File: src/rtl/jtag_dtm_if.sv
// Debug-module register bus between the DTM (master) and the debug module (slave).
// The slave drives register_read combinationally from the presented address.
interface jtag_dtm_if #(
  parameter int unsigned address_size = 8
) ();
  logic [address_size-1:0] address;
  logic [31:0]             register_write;
  logic                    write_en;
  logic                    read_en;
  logic [31:0]             register_read;

  modport master (
    output address,
    output register_write,
    output write_en,
    output read_en,
    input  register_read
  );

  modport slave (
    input  address,
    input  register_write,
    input  write_en,
    input  read_en,
    output register_read
  );
endinterface

File: src/rtl/jtag_dtm.sv
// JTAG Debug Transport Module: IEEE 1149.1 TAP with IDCODE/DTMCS/DMI/BYPASS registers,
// turning completed DMI scans into single-cycle read/write strobes on the DM bus.
module jtag_dtm #(
  parameter int unsigned address_size  = 8,
  parameter logic [31:0] IDCODE_VALUE  = 32'h0000_0001,
  parameter int unsigned ACCESS_CYCLES = 2
) (
  input  logic clk,
  input  logic rst,
  input  logic tms,
  input  logic tdi,
  output logic tdo,
  output logic tdo_en,
  jtag_dtm_if.master dm
);

  localparam int unsigned DmiLen = address_size + 34;

  localparam logic [4:0] IrIdcode = 5'h01;
  localparam logic [4:0] IrDtmcs  = 5'h10;
  localparam logic [4:0] IrDmi    = 5'h11;

  typedef enum logic [3:0] {
    TestLogicReset,
    RunTestIdle,
    SelectDrScan,
    CaptureDr,
    ShiftDr,
    Exit1Dr,
    PauseDr,
    Exit2Dr,
    UpdateDr,
    SelectIrScan,
    CaptureIr,
    ShiftIr,
    Exit1Ir,
    PauseIr,
    Exit2Ir,
    UpdateIr
  } tap_state_e;

  typedef enum logic [1:0] {
    SelBypass,
    SelIdcode,
    SelDtmcs,
    SelDmi
  } dr_sel_e;

  tap_state_e state_q, state_d;
  dr_sel_e    drSel;

  logic [4:0]              ir_q, ir_d;
  logic [4:0]              irShift_q, irShift_d;
  logic [DmiLen-1:0]       dr_q, dr_d;

  logic [address_size-1:0] addr_q, addr_d;
  logic [31:0]             data_q, data_d;
  logic [1:0]              op_q, op_d;
  logic [2:0]              cnt_q, cnt_d;
  logic [1:0]              sticky_q, sticky_d;

  logic                    pending;
  logic                    strobe;
  logic [1:0]              captureOp;
  logic [31:0]             dtmcsValue;
  logic [1:0]              drOp;
  logic [31:0]             drData;
  logic [address_size-1:0] drAddr;
  logic                    updDmi;
  logic                    updDtmcs;
  logic                    capDmi;

  always_ff @(posedge clk) begin
    if (rst) begin
      state_q   <= TestLogicReset;
      ir_q      <= IrIdcode;
      irShift_q <= '0;
      dr_q      <= '0;
      addr_q    <= '0;
      data_q    <= '0;
      op_q      <= '0;
      cnt_q     <= '0;
      sticky_q  <= '0;
    end else begin
      state_q   <= state_d;
      ir_q      <= ir_d;
      irShift_q <= irShift_d;
      dr_q      <= dr_d;
      addr_q    <= addr_d;
      data_q    <= data_d;
      op_q      <= op_d;
      cnt_q     <= cnt_d;
      sticky_q  <= sticky_d;
    end
  end

  always_comb begin
    state_d = state_q;
    unique case (state_q)
      TestLogicReset: state_d = tms ? TestLogicReset : RunTestIdle;
      RunTestIdle:    state_d = tms ? SelectDrScan   : RunTestIdle;
      SelectDrScan:   state_d = tms ? SelectIrScan   : CaptureDr;
      CaptureDr:      state_d = tms ? Exit1Dr        : ShiftDr;
      ShiftDr:        state_d = tms ? Exit1Dr        : ShiftDr;
      Exit1Dr:        state_d = tms ? UpdateDr       : PauseDr;
      PauseDr:        state_d = tms ? Exit2Dr        : PauseDr;
      Exit2Dr:        state_d = tms ? UpdateDr       : ShiftDr;
      UpdateDr:       state_d = tms ? SelectDrScan   : RunTestIdle;
      SelectIrScan:   state_d = tms ? TestLogicReset : CaptureIr;
      CaptureIr:      state_d = tms ? Exit1Ir        : ShiftIr;
      ShiftIr:        state_d = tms ? Exit1Ir        : ShiftIr;
      Exit1Ir:        state_d = tms ? UpdateIr       : PauseIr;
      PauseIr:        state_d = tms ? Exit2Ir        : PauseIr;
      Exit2Ir:        state_d = tms ? UpdateIr       : ShiftIr;
      UpdateIr:       state_d = tms ? SelectDrScan   : RunTestIdle;
      default:        state_d = TestLogicReset;
    endcase
  end

  always_comb begin
    unique case (ir_q)
      IrIdcode: drSel = SelIdcode;
      IrDtmcs:  drSel = SelDtmcs;
      IrDmi:    drSel = SelDmi;
      default:  drSel = SelBypass;
    endcase
  end

  assign pending    = (cnt_q != 3'd0);
  assign strobe     = (cnt_q == 3'd1);
  // A capture during an outstanding access reports busy instead of the sticky status.
  assign captureOp  = pending ? 2'd3 : sticky_q;
  assign dtmcsValue = {17'd0, 3'(ACCESS_CYCLES), sticky_q, 6'(address_size), 4'd1};

  assign drOp   = dr_q[1:0];
  assign drData = dr_q[33:2];
  assign drAddr = dr_q[DmiLen-1:34];

  assign updDmi   = (state_q == UpdateDr)  && (drSel == SelDmi);
  assign updDtmcs = (state_q == UpdateDr)  && (drSel == SelDtmcs);
  assign capDmi   = (state_q == CaptureDr) && (drSel == SelDmi);

  always_comb begin
    ir_d      = ir_q;
    irShift_d = irShift_q;
    dr_d      = dr_q;
    if (state_d == TestLogicReset) begin
      ir_d = IrIdcode;
    end
    unique case (state_q)
      CaptureIr: irShift_d = 5'b00001;
      ShiftIr:   irShift_d = {tdi, irShift_q[4:1]};
      UpdateIr:  ir_d      = irShift_q;
      CaptureDr: begin
        unique case (drSel)
          SelIdcode: dr_d = DmiLen'(IDCODE_VALUE);
          SelDtmcs:  dr_d = DmiLen'(dtmcsValue);
          SelDmi:    dr_d = {addr_q, data_q, captureOp};
          default:   dr_d = '0;
        endcase
      end
      // Shorter registers live in the low bits; tdi enters at the selected register's MSB.
      ShiftDr: begin
        dr_d = {1'b0, dr_q[DmiLen-1:1]};
        unique case (drSel)
          SelIdcode: dr_d[31]        = tdi;
          SelDtmcs:  dr_d[31]        = tdi;
          SelDmi:    dr_d[DmiLen-1]  = tdi;
          default:   dr_d[0]         = tdi;
        endcase
      end
      default: ;
    endcase
  end

  always_comb begin
    addr_d   = addr_q;
    data_d   = data_q;
    op_d     = op_q;
    cnt_d    = cnt_q;
    sticky_d = sticky_q;
    if (pending) begin
      cnt_d = cnt_q - 3'd1;
    end
    if (strobe && (op_q == 2'd1)) begin
      data_d = dm.register_read;
    end
    if (capDmi && pending) begin
      sticky_d = 2'd3;
    end
    if (updDmi && (sticky_q == 2'd0)) begin
      if (pending) begin
        sticky_d = 2'd3;
      end else if ((drOp == 2'd1) || (drOp == 2'd2)) begin
        addr_d = drAddr;
        data_d = drData;
        op_d   = drOp;
        cnt_d  = 3'(ACCESS_CYCLES);
      end
    end
    // A hard reset in the strobe cycle lets the strobe finish: the counter is at 1 anyway.
    if (updDtmcs && (dr_q[16] || dr_q[17])) begin
      sticky_d = 2'd0;
    end
    if (updDtmcs && dr_q[17]) begin
      cnt_d = 3'd0;
    end
  end

  assign dm.address        = addr_q;
  assign dm.register_write = data_q;
  assign dm.write_en       = strobe && (op_q == 2'd2);
  assign dm.read_en        = strobe && (op_q == 2'd1);

  assign tdo_en = (state_q == ShiftIr) || (state_q == ShiftDr);
  assign tdo    = (state_q == ShiftIr) ? irShift_q[0] :
                  (state_q == ShiftDr) ? dr_q[0]      : 1'b0;

endmodule

File: src/flat_wrapper.sv
// flat-port wrapper written by rule: the top's interface ports become plain ports
module jtag_dtm_flat 
#(
  parameter int unsigned address_size  = 8,
  parameter logic [31:0] IDCODE_VALUE  = 32'h0000_0001,
  parameter int unsigned ACCESS_CYCLES = 2
)
  (clk, rst, tms, tdi, tdo, tdo_en, dm_address, dm_register_write, dm_write_en, dm_read_en, dm_register_read);
  jtag_dtm_if #(.address_size(address_size)) dm_i ();
  input  logic clk;
  input  logic rst;
  input  logic tms;
  input  logic tdi;
  output logic tdo;
  output logic tdo_en;
  output wire logic [$bits(dm_i.address)-1:0] dm_address;
  output wire logic [$bits(dm_i.register_write)-1:0] dm_register_write;
  output wire logic [$bits(dm_i.write_en)-1:0] dm_write_en;
  output wire logic [$bits(dm_i.read_en)-1:0] dm_read_en;
  input wire logic [$bits(dm_i.register_read)-1:0] dm_register_read;
  assign dm_address = dm_i.address;
  assign dm_register_write = dm_i.register_write;
  assign dm_write_en = dm_i.write_en;
  assign dm_read_en = dm_i.read_en;
  assign dm_i.register_read = dm_register_read;
  jtag_dtm #(.address_size(address_size), .IDCODE_VALUE(IDCODE_VALUE), .ACCESS_CYCLES(ACCESS_CYCLES)) u_core (.clk(clk), .rst(rst), .tms(tms), .tdi(tdi), .tdo(tdo), .tdo_en(tdo_en), .dm(dm_i));
endmodule
File: config.mk
export PLATFORM = sky130hd
export DESIGN_NAME = jtag_dtm_flat
export DESIGN_NICKNAME = d
export VERILOG_FILES = /design/src/rtl/jtag_dtm_if.sv /design/src/rtl/jtag_dtm.sv /design/src/flat_wrapper.sv
export SDC_FILE = /design/constraint.sdc
export NUM_CORES = 1
export LEC_CHECK = 0
export ABC_AREA = 1
export BUFFER_PORTS_ARGS = -buffer_cell sky130_fd_sc_hd__buf_2
export CORE_MARGIN = 2
export CORE_UTILIZATION = 35
export CTS_CLUSTER_SIZE = 28
export DETAILED_ROUTE_END_ITERATION = 8
export GPL_TIMING_DRIVEN = 0
export PLACE_DENSITY = 0.59
export SLEW_MARGIN = 10
export SYNTH_ARGS = -nofsm -noshare
export SYNTH_HDL_FRONTEND = slang
export SYNTH_SLANG_ARGS = --single-unit
File: constraint.sdc
create_clock -name clk -period 1.75 [get_ports clk]
set_input_delay 0.35 -clock clk [delete_from_list [all_inputs] [get_ports clk]]
set_output_delay 0.35 -clock clk [all_outputs]
set_load 0.03 [all_outputs]
# ---- Yosys cells after proc, flatten, opt, wreduce, memory -nomap -nowiden
# Cells that the tools add are included.
dict set report totals {
  word_cells 100
  output_inout_bits 44
  regBits 103
  input_bits 36
}
dict set report op_classes {
  n_bitwise 1
  addsub 1
  n_mux 36
  n_eq_ne 26
  reduce_logical 27
}
# cell count
set op_table {}
lappend op_table {{two-way mux 32 bit} 4}
lappend op_table {{one-hot mux 42 bit (3 select lines)} 1}
lappend op_table {{one-hot mux 42 bit (2 select lines)} 1}
lappend op_table {{one-hot mux 4 bit (12 select lines)} 1}
lappend op_table {{== test 4 bit (second input constant)} 8}
lappend op_table {{two-way mux 3 bit} 6}
lappend op_table {{== test 4 x 3 -> 1 bit (second input constant)} 4}
lappend op_table {{two-way mux 4 bit} 4}
lappend op_table {{two-way mux 2 bit} 7}
lappend op_table {{== test 5 bit (second input constant)} 2}
lappend op_table {{two-way mux 5 bit} 2}
lappend op_table {{one-hot mux 5 bit (2 select lines)} 1}
lappend op_table {{OR reduction 2 bit} 5}
lappend op_table {{logical AND 1 bit} 9}
lappend op_table {{== test 2 bit (second input constant)} 4}
lappend op_table {{== test 4 x 2 -> 1 bit (second input constant)} 2}
lappend op_table {{logical NOT 4 bit} 2}
lappend op_table {{two-way mux 1 bit} 8}
lappend op_table {{== test 2 x 1 -> 1 bit (second input constant)} 3}
lappend op_table {{one-hot mux 2 bit (3 select lines)} 1}
lappend op_table {{nonzero test 2 bit} 3}
lappend op_table {{OR reduction 3 bit} 2}
lappend op_table {{== test 5 x 1 -> 1 bit (second input constant)} 1}
lappend op_table {{== test 4 x 1 -> 1 bit (second input constant)} 1}
lappend op_table {{other kinds (7)} 9}

# ---- Logic depth before layout (Yosys ltp)
dict set report logic_depth {
  ltp_word 8
  depth_mapped 12
  ltp_nobuf 12
}

# ---- Least setup slack after synthesis
# No wires, ideal clock.
dict set report synth_timing {
  path_type {register to output}
  start {register u_core.state_q[2]}
  end {output port tdo}
  setup_slack_ps -240
  required_ps 1400
  arrival_ps 1640
  path_buffers 1
  stages_incl_launch_ff 6
  cell_sequence {dfxtp_1 > inv_1 > nor2_2 > nand2_4 > clkbuf_1 > o21ai_0}
}
dict set report synth_via {
  elab_chain_len 3
  word_cells_on_any_way 4
  classes_between {eq/ne (2); mux (2)}
}
# item line_no
set synth_rtl {}
lappend synth_rtl {{start, declared} jtag_dtm.sv:49} ;# tap_state_e state_q, state_d;
lappend synth_rtl {{start signal, assigned} jtag_dtm.sv:75} ;# state_q <= TestLogicReset;
lappend synth_rtl {{start signal, assigned} jtag_dtm.sv:85} ;# state_q <= state_d;
lappend synth_rtl {{== test 4 x 3 -> 1 bit} jtag_dtm.sv:217} ;# (state_q == ShiftDr) ? dr_q[0] : 1'b0;
lappend synth_rtl {{two-way mux 1 bit} jtag_dtm.sv:217}
lappend synth_rtl {{two-way mux 1 bit (*)} jtag_dtm.sv:216} ;# assign tdo = (state_q == ShiftIr) ? irShift_q[0] :
lappend synth_rtl {{end, declared} flat_wrapper.sv:14} ;# output logic tdo;
# Mark *: on every way between the ends. The rest lies on a longest branch, timed or not.

# ---- Worst setup path after layout
dict set report layout_timing {
  start {register u_core.cnt_q[1]}
  end {output port dm_read_en}
}
dict set report layout_via {
  elab_chain_len 2
}
# item line_no
set layout_rtl {}
lappend layout_rtl {{start, declared} jtag_dtm.sv:59} ;# logic [2:0] cnt_q, cnt_d;
lappend layout_rtl {{start signal, assigned} jtag_dtm.sv:92} ;# cnt_q <= cnt_d;
lappend layout_rtl {{== test 3 x 1 -> 1 bit} jtag_dtm.sv:130} ;# assign strobe = (cnt_q == 3'd1);
lappend layout_rtl {{logical AND 1 bit} jtag_dtm.sv:213} ;# assign dm.read_en = strobe && (op_q == 2'd1);
lappend layout_rtl {{end, declared} flat_wrapper.sv:19} ;# output wire logic [$bits(dm_i.read_en)-1:0] dm_read_en;
# No other way between the ends.

==> metrics <==
core box area=0.01383 mm2; final wirelength=14,600 um; WL met2=6881 um; vias in the first global route=4,588; DPL Wire Length=10,140 um; Layout area overhead=31.94%; Worst Clk Skew=10.98 ps; GP Congestion=0.8702; Reg clk slew, reported paths=70 ps; met1 wire length=6734 um; post-synth cell types=37; initial core utilization=35.64%; worst setup path class=reg -> out; Die W=122.7 um; Met3 Wirelength=741 um; drt first pass iters=5; CTS Buf Count=9; Synth top area share=41.84%; status=finished with violations; Setup Viol. Count Final=2; Worst setup EP type=output port; Max Root-Sink Buffers=2; synth warn=0; VDD IR-drop max=0.0005245 V; vias per cell=5.241; fin crit share=102.5%; Congestion Overflow GR=0; CTS Sinks=103; H-tree depth=3; CTS tree=built; initial antenna violation count=0; fillers=1,366; DP Area=0.005543 mm2; post-synthesis instance area=0.004928 mm2; PnR worst setup slack=-43.87 ps; #FFs+latches synth=103; CP max FO=4; Synth Area per Inst=7.749 um2; min cycle time layout=1794 ps; GRT Util Overall=19.16%; top cells by area, synth=dfxtp_1 (42%), nand2_1 (11%), a311oi_2 (8.8%); post-placement setup slack=-329.5 ps; largest net degree at the start of global routing=20; sequential share of the synthesized area=41.84%; Required @ worst endpoint=1400 ps; DRT antenna net count=0; worst-margin pin slew=759.6 ps; Via Count=4,864; Worst slew margin=49.36%; # DRC=0; nets=782; final hold vios=0; Rows=43; Die Area=0.01505 mm2; startpoint types=flip-flop; Tightest Hold Check Type=in -> reg; layout cells sized above 1=33.82%; first-pass GRT wire length=22,730 um; Fmax=557.5 MHz; ant diodes=0; IO Count=80; Buffers on Ports=77; Power Density=791.7 mW/mm2; die height=122.7 um; CTS root buffer=clkbuf_16; clock latency on the worst-skew pair=350 ps; P_leak=0.002565 uW; CP arrival=1440 ps; fin. max-slew vios=0; Synth Instances=636; Layout Utilization=47.03%; drt initial violations=335; syn_nets=675; RSZ-0062 raised after global routing=true; Finished Cell Area=0.006502 mm2; DR WL/cell=15.74 um; Pwr Total=5148 uW; post-synth top area cell=dfxtp_1; violations in the final reports=setup timing; Max-cap violations=0; cts hold-fix bufs=0; Max Used Layer=met4
-- Yosys cell counts --
cell type,n
nand4_1,2
o21ai_1,6
dfxtp_1,103
inv_4,1
clkbuf_1,20
buf_6,8
buf_2,6
nor2_4,2
inv_2,4
o22ai_1,21
o21ai_2,2
a221oi_2,1
ha_1,3
nand2_2,5
a211oi_1,2
nand3_2,1
o21ai_0,19
a31oi_1,29
buf_12,1
nand2_4,2
a311oi_2,29
xnor2_1,1
buf_4,4
inv_1,51
nor3_1,2
nand2_1,149
nor3_2,1
xor2_1,1
a21oi_1,33
a221oi_1,1
o211ai_1,4
nor2_1,75
clkinv_1,1
nand3_1,34
inv_6,1
nor2_2,4
a21oi_2,7
-- power breakdown --
group          leakage, uW  internal, uW  switching (uW)  total [uW]
Combinational      0.00158           174             323         497
Sequential        0.000834          2380            40.6        2420
Clock             0.000153          1300             926        2230
-- per-layer routing --
layer,vias to the layer above,global-route usage (%)
li1,2371,-
met1,2322,25.34
met5,-,0
met2,149,30.97
met3,22,3.764
met4,0,6.825
-- state kept, by name, indices dropped and copies added (netlist names) --
| name | count |
|---|---|
| u_core.cnt_q | 3 |
| u_core.dm.address | 8 |
| u_core.dm.register_write | 32 |
| u_core.dr_q | 42 |
| u_core.irShift_q | 5 |
| u_core.ir_q | 5 |
| u_core.op_q | 2 |
| u_core.state_q | 4 |
| u_core.sticky_q | 2 |
-- cells in the final DEF (no fill, tap or decap), types with 14 or more instances in the layout --
master     netlist  final
nor2_1          75     44
nand2_1        149    147
buf_2            6     79
nand3_1         34     33
nor2_2           4     26
a311oi_2        29     29
clkbuf_16        0     14
o21ai_0         19     14
inv_1           51     46
a31oi_1         29     29
o22ai_1         21     21
dfxtp_1        103     98
a21oi_1         33     29
buf_4            4     15
clkbuf_1        20     15
-- critical path: stages, from the launching register on --
cell and delay [ps]:
dfxtp_2 320, inv_2 90, ha_4 140, nand4_1 180
clkinv_4 110, clkbuf_16 140, buf_8 110
-- final timing paths --
kind | startpoint | to | slack (ps) | cells past startpoint
min reg2reg | u_core.cnt_q[2] | u_core.cnt_q[2] | 480 | 1
max reg2reg | u_core.state_q[2] | u_core.dm.address[6] | 10 | 12
max | u_core.cnt_q[1] | dm_read_en | -40 | 6
min | dm_register_read[20] | u_core.dm.register_write[20] | 290 | 3
-- cell families (layout without fill, tap and decap cells) --
logic type | Yosys count | count (layout) | synth area share, %
XOR/XNOR | 2 | 2 | 0.3555
AO/OA/AOI/OAI | 154 | 154 | 24.07
adder cells (fa/ha/maj) | 3 | 3 | 0.7617
AND/OR/NAND/NOR | 277 | 278 | 23.43
buffers and inverters | 97 | 208 | 9.546
flip-flops | 103 | 103 | 41.84
-- final cells by class --
cell class / instances / area, um2 / area share (%)
plain buffers: 38 / 356.6 / 5.484
inverters: 58 / 240.2 / 3.694
clock inverters: 4 / 76.32 / 1.174
well taps: 180 / 225.2 / 3.464
repair buffers: 96 / 619.3 / 9.525
multi-input cells: 437 / 2660 / 40.91
flip-flops and latches: 103 / 2078 / 31.96
clock buffers: 12 / 246.5 / 3.791
-- per-stage QoR --
step / instances / hold slack (ps) / TNS, ps
floorplan: 636 / 429.3 / 0
global placement: 893 / 450.0 / -3744
detailed placement: 893 / 470.0 / -5427
CTS: 915 / 287.6 / -93.70
global route: 928 / 296.0 / -1783
finish: 928 / 288.5 / -68.49
-- what timing repair did --
item / in CTS / in global routing
setup buffers: 7 / 9
gates cloned: 0 / 4
endpoints found under the setup margin: 32 / 89
pin swaps: 6 / 9
gates resized for setup: 37 / 93
(Power assumes the default switching activity.)
